File: src/rtl/accum_bank.sv
// accum_bank: multi-channel signed accumulator bank with sticky overflow flags, a 2-stage
// command pipeline and a sequenced clear-all sweep. Define ACCUM_SATURATE_EN to saturate on overflow.
module accum_bank #(
    parameter int DATA_WIDTH = 8,
    parameter int ATTR_WIDTH = 4,
    parameter int CHANNELS   = 4,
    parameter int SIGN       = 0,
    parameter int OVERFLOW   = 1,
    localparam int CW        = $clog2(CHANNELS)
) (
    input  logic                  clk,
    input  logic                  rst,
    input  logic                  in_valid,
    output logic                  in_ready,
    input  logic [CW-1:0]         in_chan,
    input  logic                  in_init,
    input  logic                  in_neg,
    input  logic [DATA_WIDTH-1:0] in_data,
    input  logic [ATTR_WIDTH-1:0] in_attr,
    input  logic                  rd_en,
    input  logic [CW-1:0]         rd_chan,
    output logic [DATA_WIDTH-1:0] data_out,
    output logic [ATTR_WIDTH-1:0] attr_out,
    input  logic                  clear_req,
    output logic                  busy
);

    localparam int MSB = DATA_WIDTH - 1;
    localparam logic [DATA_WIDTH-1:0] MIN_VAL = {1'b1, {(DATA_WIDTH-1){1'b0}}};
    localparam logic [DATA_WIDTH-1:0] MAX_VAL = ~MIN_VAL;

    typedef enum logic {IDLE, CLEAR} state_t;

    state_t                state, state_next;
    logic [CW-1:0]         ptr;
    logic                  clr_en;
    logic                  accept;

    logic [DATA_WIDTH-1:0] acc [CHANNELS];
    logic [CHANNELS-1:0]   sticky;

    logic                  s1_valid, s1_init, s1_nflag, s1_aflag;
    logic [CW-1:0]         s1_chan;
    logic [DATA_WIDTH-1:0] s1_operand;

    logic [DATA_WIDTH-1:0] base, sum, result;
    logic                  aovf, arith_ovf, ovf;
    logic [ATTR_WIDTH-1:0] rd_attr;
    logic                  unused_attr;

    assign unused_attr = ^in_attr;
    assign accept      = in_valid & in_ready;

    always_ff @(posedge clk or posedge rst) begin
        if (rst) state <= IDLE;
        else     state <= state_next;
    end

    always_comb begin
        state_next = state;
        case (state)
            IDLE:    if (clear_req) state_next = CLEAR;
            CLEAR:   if (ptr == CW'(CHANNELS - 1)) state_next = IDLE;
            default: state_next = IDLE;
        endcase
    end

    always_comb begin
        in_ready = (state == IDLE);
        busy     = (state == CLEAR);
        clr_en   = (state == CLEAR);
    end

    // Pointer rests at 0 while idle so the sweep always starts at channel 0.
    always_ff @(posedge clk or posedge rst) begin
        if (rst)                 ptr <= '0;
        else if (state == IDLE)  ptr <= '0;
        else                     ptr <= ptr + CW'(1);
    end

    always_ff @(posedge clk or posedge rst) begin
        if (rst) begin
            s1_valid   <= 1'b0;
            s1_chan    <= '0;
            s1_init    <= 1'b0;
            s1_operand <= '0;
            s1_nflag   <= 1'b0;
            s1_aflag   <= 1'b0;
        end else begin
            s1_valid <= accept;
            if (accept) begin
                s1_chan    <= in_chan;
                s1_init    <= in_init;
                s1_operand <= in_neg ? (-in_data) : in_data;
                s1_nflag   <= in_neg && (in_data == MIN_VAL);
                s1_aflag   <= in_attr[OVERFLOW];
            end
        end
    end

    // Negating MIN wraps back to MIN, so its true magnitude 2^(W-1) is re-added for the sign decision.
`ifdef ACCUM_SATURATE_EN
    logic [DATA_WIDTH:0] true_sum;
    always_comb begin
        true_sum = {base[MSB], base} +
                   (s1_nflag ? {2'b01, {(DATA_WIDTH-1){1'b0}}} : {s1_operand[MSB], s1_operand});
    end
`endif

    always_comb begin
        base      = s1_init ? '0 : acc[s1_chan];
        sum       = base + s1_operand;
        aovf      = (base[MSB] == s1_operand[MSB]) && (sum[MSB] != base[MSB]);
        arith_ovf = aovf | s1_nflag;
        ovf       = arith_ovf | s1_aflag;
`ifdef ACCUM_SATURATE_EN
        result    = arith_ovf ? (true_sum[DATA_WIDTH] ? MIN_VAL : MAX_VAL) : sum;
`else
        result    = sum;
`endif
    end

    // The sweep clear is applied after the pipeline write so it wins on a shared channel.
    always_ff @(posedge clk or posedge rst) begin
        if (rst) begin
            for (int i = 0; i < CHANNELS; i++) acc[i] <= '0;
            sticky <= '0;
        end else begin
            if (s1_valid) begin
                acc[s1_chan]    <= result;
                sticky[s1_chan] <= s1_init ? ovf : (sticky[s1_chan] | ovf);
            end
            if (clr_en) begin
                acc[ptr]    <= '0;
                sticky[ptr] <= 1'b0;
            end
        end
    end

    always_comb begin
        rd_attr           = '0;
        rd_attr[SIGN]     = acc[rd_chan][MSB];
        rd_attr[OVERFLOW] = sticky[rd_chan];
    end

    always_ff @(posedge clk or posedge rst) begin
        if (rst) begin
            data_out <= '0;
            attr_out <= '0;
        end else if (rd_en) begin
            data_out <= acc[rd_chan];
            attr_out <= rd_attr;
        end else begin
            data_out <= '0;
            attr_out <= '0;
        end
    end

endmodule
File: config.mk
export PLATFORM = sky130hd
export DESIGN_NAME = accum_bank
export DESIGN_NICKNAME = d
export VERILOG_FILES = /design/src/rtl/accum_bank.sv
export SDC_FILE = /design/constraint.sdc
export NUM_CORES = 1
export LEC_CHECK = 0
export BUFFER_PORTS_ARGS = -buffer_cell sky130_fd_sc_hd__buf_4
export CAP_MARGIN = 25
export CORE_MARGIN = 3
export CORE_UTILIZATION = 45
export DETAILED_ROUTE_END_ITERATION = 8
export GPL_TIMING_DRIVEN = 0
export PLACE_DENSITY = 0.73
export SLEW_MARGIN = 20
export SYNTH_ARGS = -nofsm -noshare
export SYNTH_HDL_FRONTEND = slang
export SYNTH_SLANG_ARGS = --single-unit
File: constraint.sdc
create_clock -name clk -period 2.8 [get_ports clk]
set_input_delay 0.14 -clock clk [delete_from_list [all_inputs] [get_ports clk]]
set_output_delay 0.14 -clock clk [all_outputs]
set_load 0.01 [all_outputs]
Word-level counts from Yosys, hierarchy flattened
Cells that the tools add are included.

storage, ports and cells
  register bits after elaboration = 63
  input bits = 23
  output and inout bits = 14
  logic and storage cells = 83

cells by class
  add/subtract/negate cells = 3
  order comparisons = 10
  eq/ne operators = 4
  multiplexer cells = 33
  bitwise operators = 12
  reductions and logical operators = 6

operators by type and width
  operator                                                           number
  2-to-1 mux 8 bit                                                   9
  2-to-1 mux 32 bit                                                  2
  bitwise AND 32 bit                                                 1
  binary-select mux 8 bit (select 2 bit)                             2
  bitwise mux 32 bit                                                 1
  demux 8 bit (select 2 bit)                                         2
  NOT 32 bit                                                         1
  greater-or-equal comparator 3 bit, second input constant           3
  less-than comparator 2 x 3 -> 1 bit, second input constant         3
  NOT 2 -> 3 bit                                                     3
  adder 8 bit                                                        1
  equality test 8 bit, second input constant                         1
  2-to-1 mux 4 bit                                                   2
  negation 8 bit                                                     1
  2-to-1 mux 1 bit                                                   7
  logical AND 1 bit                                                  6
  less-than comparator 3 x 1 -> 1 bit, second input constant         2
  bitwise AND 4 bit                                                  1
  binary-select mux 1 bit (select 2 bit)                             2
  bitwise mux 4 bit                                                  1
  demux 1 bit (select 2 bit)                                         2
  greater-or-equal comparator 2 x 1 -> 1 bit, second input constant  2
  2-to-1 mux 2 bit                                                   2
  NOT 4 bit                                                          1
  8 further kinds                                                    10

Depth between registers and ports, before layout
  word-level depth = 16
  mapped depth = 11
  gate-level depth less buffers = 9

Worst setup path before layout
No wires, ideal clock.

  kind = flip-flop to flip-flop
  start point = register s1_chan[1]
  end point = register acc[14] in the netlist's numbering
  library setup time = 78 ps
  arrival = 2,737 ps
  data required time = 2,722 ps
  slack = -15 ps
  stages on the path, launching flop included = 11
  buffers on the path = 2
  clock period less this slack = 2,815 ps
  cells stage by stage = dfrtp_1 > clkbuf_1 > clkbuf_1 > mux4_2 > and2_1 > ha_1 > a211oi_1 > or4b_2 > o2111ai_1 > nand2_1 > a21oi_1

between the ends
  cells in the longest elaborated chain, start to end = 10
  elaborated cells on any way between the ends = 15
  those cells by class = add/sub (1); order compare (2); mux (9); bitwise (2); reduce/logical (1)

RTL lines
  element                                               RTL line  text
  from (decl)                                           43        logic [CW-1:0] s1_chan;
  from (signal assigned)                                92        s1_chan <= in_chan;
  NOT 2 -> 3 bit (implied by the code) (*)              111, 130
  binary-select mux 8 bit (select 2 bit)                111       base = s1_init ? '0 : acc[s1_chan];
  2-to-1 mux 8 bit (implied by the code) (2 in series)  111
  2-to-1 mux 8 bit                                      111
  adder 8 bit                                           112       sum = base + s1_operand;
  bitwise mux 32 bit (*)                                130       acc[s1_chan] <= result;
  2-to-1 mux 32 bit (*)                                 129       if (s1_valid) begin
  bitwise AND 32 bit (no source line)                   -
  2-to-1 mux 32 bit (*)                                 133       if (clr_en) begin
  to (signal, indexed assignment)                       130
  to (decl)                                             39        logic [DATA_WIDTH-1:0] acc [CHANNELS];

Every way passes the cells marked *; elsewhere a longest branch is shown, timed or not. The select of a mux whose other input is x is not followed.
A chain may end at the register's enable or synchronous reset.

Worst setup path in the final report
  start point = register s1_chan[0]
  end point = register sticky[2]

between the ends
  cells in the longest elaborated chain, start to end = 16
  elaborated cells on any way between the ends = 24
  those cells by class = add/sub (1); order compare (2); eq/ne (2); mux (12); bitwise (5); reduce/logical (2)

RTL lines
  element                                               RTL line  text
  NOT 2 -> 3 bit (implied by the code)                  111
  binary-select mux 8 bit (select 2 bit)                111
  2-to-1 mux 8 bit (implied by the code) (2 in series)  111
  2-to-1 mux 8 bit                                      111
  adder 8 bit                                           112
  != test 1 bit                                         113       aovf = (base[MSB] == s1_operand[MSB]) && (sum[MSB] != base[MSB]);
  logical AND 1 bit                                     113
  bitwise OR 1 bit                                      114       arith_ovf = aovf | s1_nflag;
  bitwise OR 1 bit                                      115       ovf = arith_ovf | s1_aflag;
  bitwise OR 1 bit                                      131       sticky[s1_chan] <= s1_init ? ovf : (sticky[s1_chan] | ovf);
  2-to-1 mux 1 bit                                      131
  bitwise mux 4 bit (*)                                 131
  2-to-1 mux 4 bit (*)                                  129
  bitwise AND 4 bit (no source line)                    -
  2-to-1 mux 4 bit (*)                                  133
  to (signal, indexed assignment)                       131
  to (decl)                                             40        logic [CHANNELS-1:0] sticky;

Marked as above.

==> out/results.txt <==
outcome: finished clean
final instance area: 4170 sq um
CP Max Fanout: 6
die width: 93.0 um
pin count of the biggest net entering global routing: 33
synth unique cells: 41
Startpoint Class: flip-flop
Syn. warnings: 0
Iter 0 DRT Violations: 176
area of the core: 7290 sq um
full die area: 8660 sq um
Max Cap Violations: 0
Seq/Total Area, Yosys: 45.5%
crit share post-route: 97.4%
root buffer cell: clkbuf_8
IO Count: 37
leakage: 1.86 nW
FMAX: 0.367 GHz
minimum clock period: 2730 ps
synthesized flop and latch total: 62
Post-Route WL: 8370 um
endpoints failing setup: 0
Area Growth Syn to Fin: 22.2%
gpl congestion: 0.859
Clk Latency, worst-skew pair: 350 ps
dpl hpwl: 5880 um
Mean Syn Cell Area: 10.3 sq um
clk buf depth: 2
Placed Area: 3770 sq um
clk_skew: 7.50 ps
1st-pass router iterations: 4
PortBufs: 28
Hold WC Path Type: in2reg
DRC viols: 0
max-slew violations: 0
reg2reg setup slack: 70 ps
fraction of layout cells with a size suffix above 1: 25.5%
die height: 93.0 um
vias in the first global route: 2,704
Starting Density: 46.8%
TritonCTS buffer count: 9
top_reg_cell synth: dfrtp_1
Final Hold Fails: 0
PwrDens: 1060 nW/um^2
row cnt: 31
EDFF count, synth: 0
Vias per Instance: 5.47
WP data required: 2990 ps
relative slew slack: 56.0%
number of H-tree levels: 3
Total Routing Usage GR: 21.0%
Arr. time, crit path: 2920 ps
# fillers: 642
Final nets: 411
Peak VDD IR: 590 uV
CTS tree: done
Setup CP Type: reg2reg
synthesized instance count: 330
synthesized area: 3410 sq um
first-pass GRT wire length: 13,700 um
Post-synth ARST share: 100%
Tot Pwr: 0.00442 W
Worst-Margin Slew: 660 ps
crit end category: flip-flop
CTS sink cnt: 62
Hold WS: 22.7 ps
grt ovf: 0
initial antenna violation count: 0
antenna viol nets, final: 0
Clock transition at path regs: 70 ps
total number of vias: 2,620
RSZ-0062 raised after global routing: yes
wire per inst: 17.5 um
n_diodes: 0
-- metal layers --
layer | share of wire (%) | vias up | GRT usage [%] | wire length, um
met5 | 0 | - | 0 | 0
li1 | - | 1245 | - | -
met2 | 49 | 90 | 34.1 | 4080
met1 | 42 | 1268 | 27.4 | 3480
met3 | 6.8 | 17 | 4.59 | 571
met4 | 2.8 | 0 | 8.91 | 238
-- worst max-delay path, stage by stage, from the launching register on --
cell	delay [ps]
dfrtp_1	350
buf_6	130
buf_8	130
mux4_2	500
and2_1	200
ha_4	250
a21oi_1	160
nand2_1	150
a21oi_4	200
mux2i_2	350
a31oi_1	150
-- timing repair --
action,CTS,global route
endpoints found under the hold margin,31,0
buffers inserted,2,1
hold buffers,2,0
gates resized for setup,18,9
pin swaps,1,2
endpoints found under the setup margin,28,14
-- layout make-up --
class	instances	area [sq um]	area share [%]
inverters	9	36.3	0.871
plain buffers	22	118	2.82
clock inverters	6	85.1	2.04
multi-input cells	237	1840	44.2
clock buffers	10	138	3.30
flip-flops and latches	62	1550	37.3
well taps	99	124	2.97
repair buffers	34	273	6.55
-- metrics by stage --
step                      utilization, %  TNS (ps)  std cells  setup WS (ps)
final                               57.1         0        479           72.3
after global routing                57.1      -473        479          -81.3
after CTS                           56.6         0        478           25.9
after detailed placement            51.8     -5820        459           -451
after global placement              51.4     -4320        458           -343
after floorplan                        -         0        331           59.2
-- logic make-up (layout without fill, tap and decap cells) --
| logic type | count (synthesis) | count (layout) | synth area share (%) |
|---|---|---|---|
| simple gates | 114 | 114 | 15.8 |
| other cells | 1 | 2 | 0.110 |
| buf+inv | 32 | 81 | 4.15 |
| mux | 24 | 24 | 14.1 |
| xor+xnor | 12 | 12 | 3.30 |
| fa+ha+maj | 13 | 13 | 4.99 |
| compound gates | 72 | 72 | 12.0 |
| flops | 62 | 62 | 45.5 |
-- final timing paths --
path	startpoint	depth (start not counted)	to
setup / recovery	s1_chan[0]$_DFFE_PP0P_	10	sticky[2]$_DFF_PP0_
setup reg to reg	s1_chan[0]$_DFFE_PP0P_	10	sticky[2]$_DFF_PP0_
hold reg to reg	s1_operand[5]$_DFFE_PP0P_	2	s1_operand[5]$_DFFE_PP0P_
hold / removal	in_init	2	s1_init$_DFFE_PP0P_
min in group asynchronous	rst	3	attr_out[1]$_DFF_PP0_
max in group asynchronous	rst	4	s1_chan[1]$_DFFE_PP0P_
-- Yosys cell counts (4+ instances only) --
master	instances	share of area, %
inv_1	9	0.99
and2_1	20	3.7
a31oi_1	4	0.73
a21oi_1	30	4.4
o21ai_0	21	3.1
nand3_1	6	0.88
nor2_1	11	1.2
mux2_2	4	1.3
ha_1	12	4.4
a211oi_1	6	1.3
mux4_2	15	9.9
nand2_1	63	6.9
dfrtp_1	62	46
xor2_1	6	1.5
clkbuf_1	17	1.9
xnor2_1	5	1.3
o31ai_1	6	1.3
-- state kept, by name, summed over array words and instances, names as in the netlist --
| name | cells |
|---|---|
| acc | 32 |
| s1_init | 1 |
| sticky | 4 |
| busy | 1 |
| ptr | 2 |
| s1_chan | 2 |
| s1_aflag | 1 |
| attr_out | 2 |
| data_out | 7 |
| s1_nflag | 1 |
| s1_valid | 1 |
| s1_operand | 8 |
-- power breakdown --
| part | switching, W | internal [W] |
|---|---|---|
| combinational | 0.00108 | 0.000951 |
| sequential | 0.000265 | 0.00123 |
| clock | 0.000373 | 0.000522 |
| total | 0.00172 | 0.00270 |
-- placed cells by master (no fill, tap or decap), types with 5 or more instances in the layout --
| cell type | Yosys | final |
|---|---|---|
| nand2_1 | 63 | 62 |
| dfrtp_1 | 62 | 61 |
| buf_4 | 3 | 35 |
| a21oi_1 | 30 | 26 |
| and2_1 | 20 | 19 |
| o21ai_0 | 21 | 19 |
| clkbuf_1 | 17 | 15 |
| mux4_2 | 15 | 15 |
| nor2_1 | 11 | 11 |
| clkbuf_8 | 0 | 10 |
| inv_1 | 9 | 8 |
| ha_1 | 12 | 7 |
| nand3_1 | 6 | 6 |
| o31ai_1 | 6 | 6 |
| xor2_1 | 6 | 6 |
| a211oi_1 | 6 | 5 |
Power figures use the tool's default switching activity.
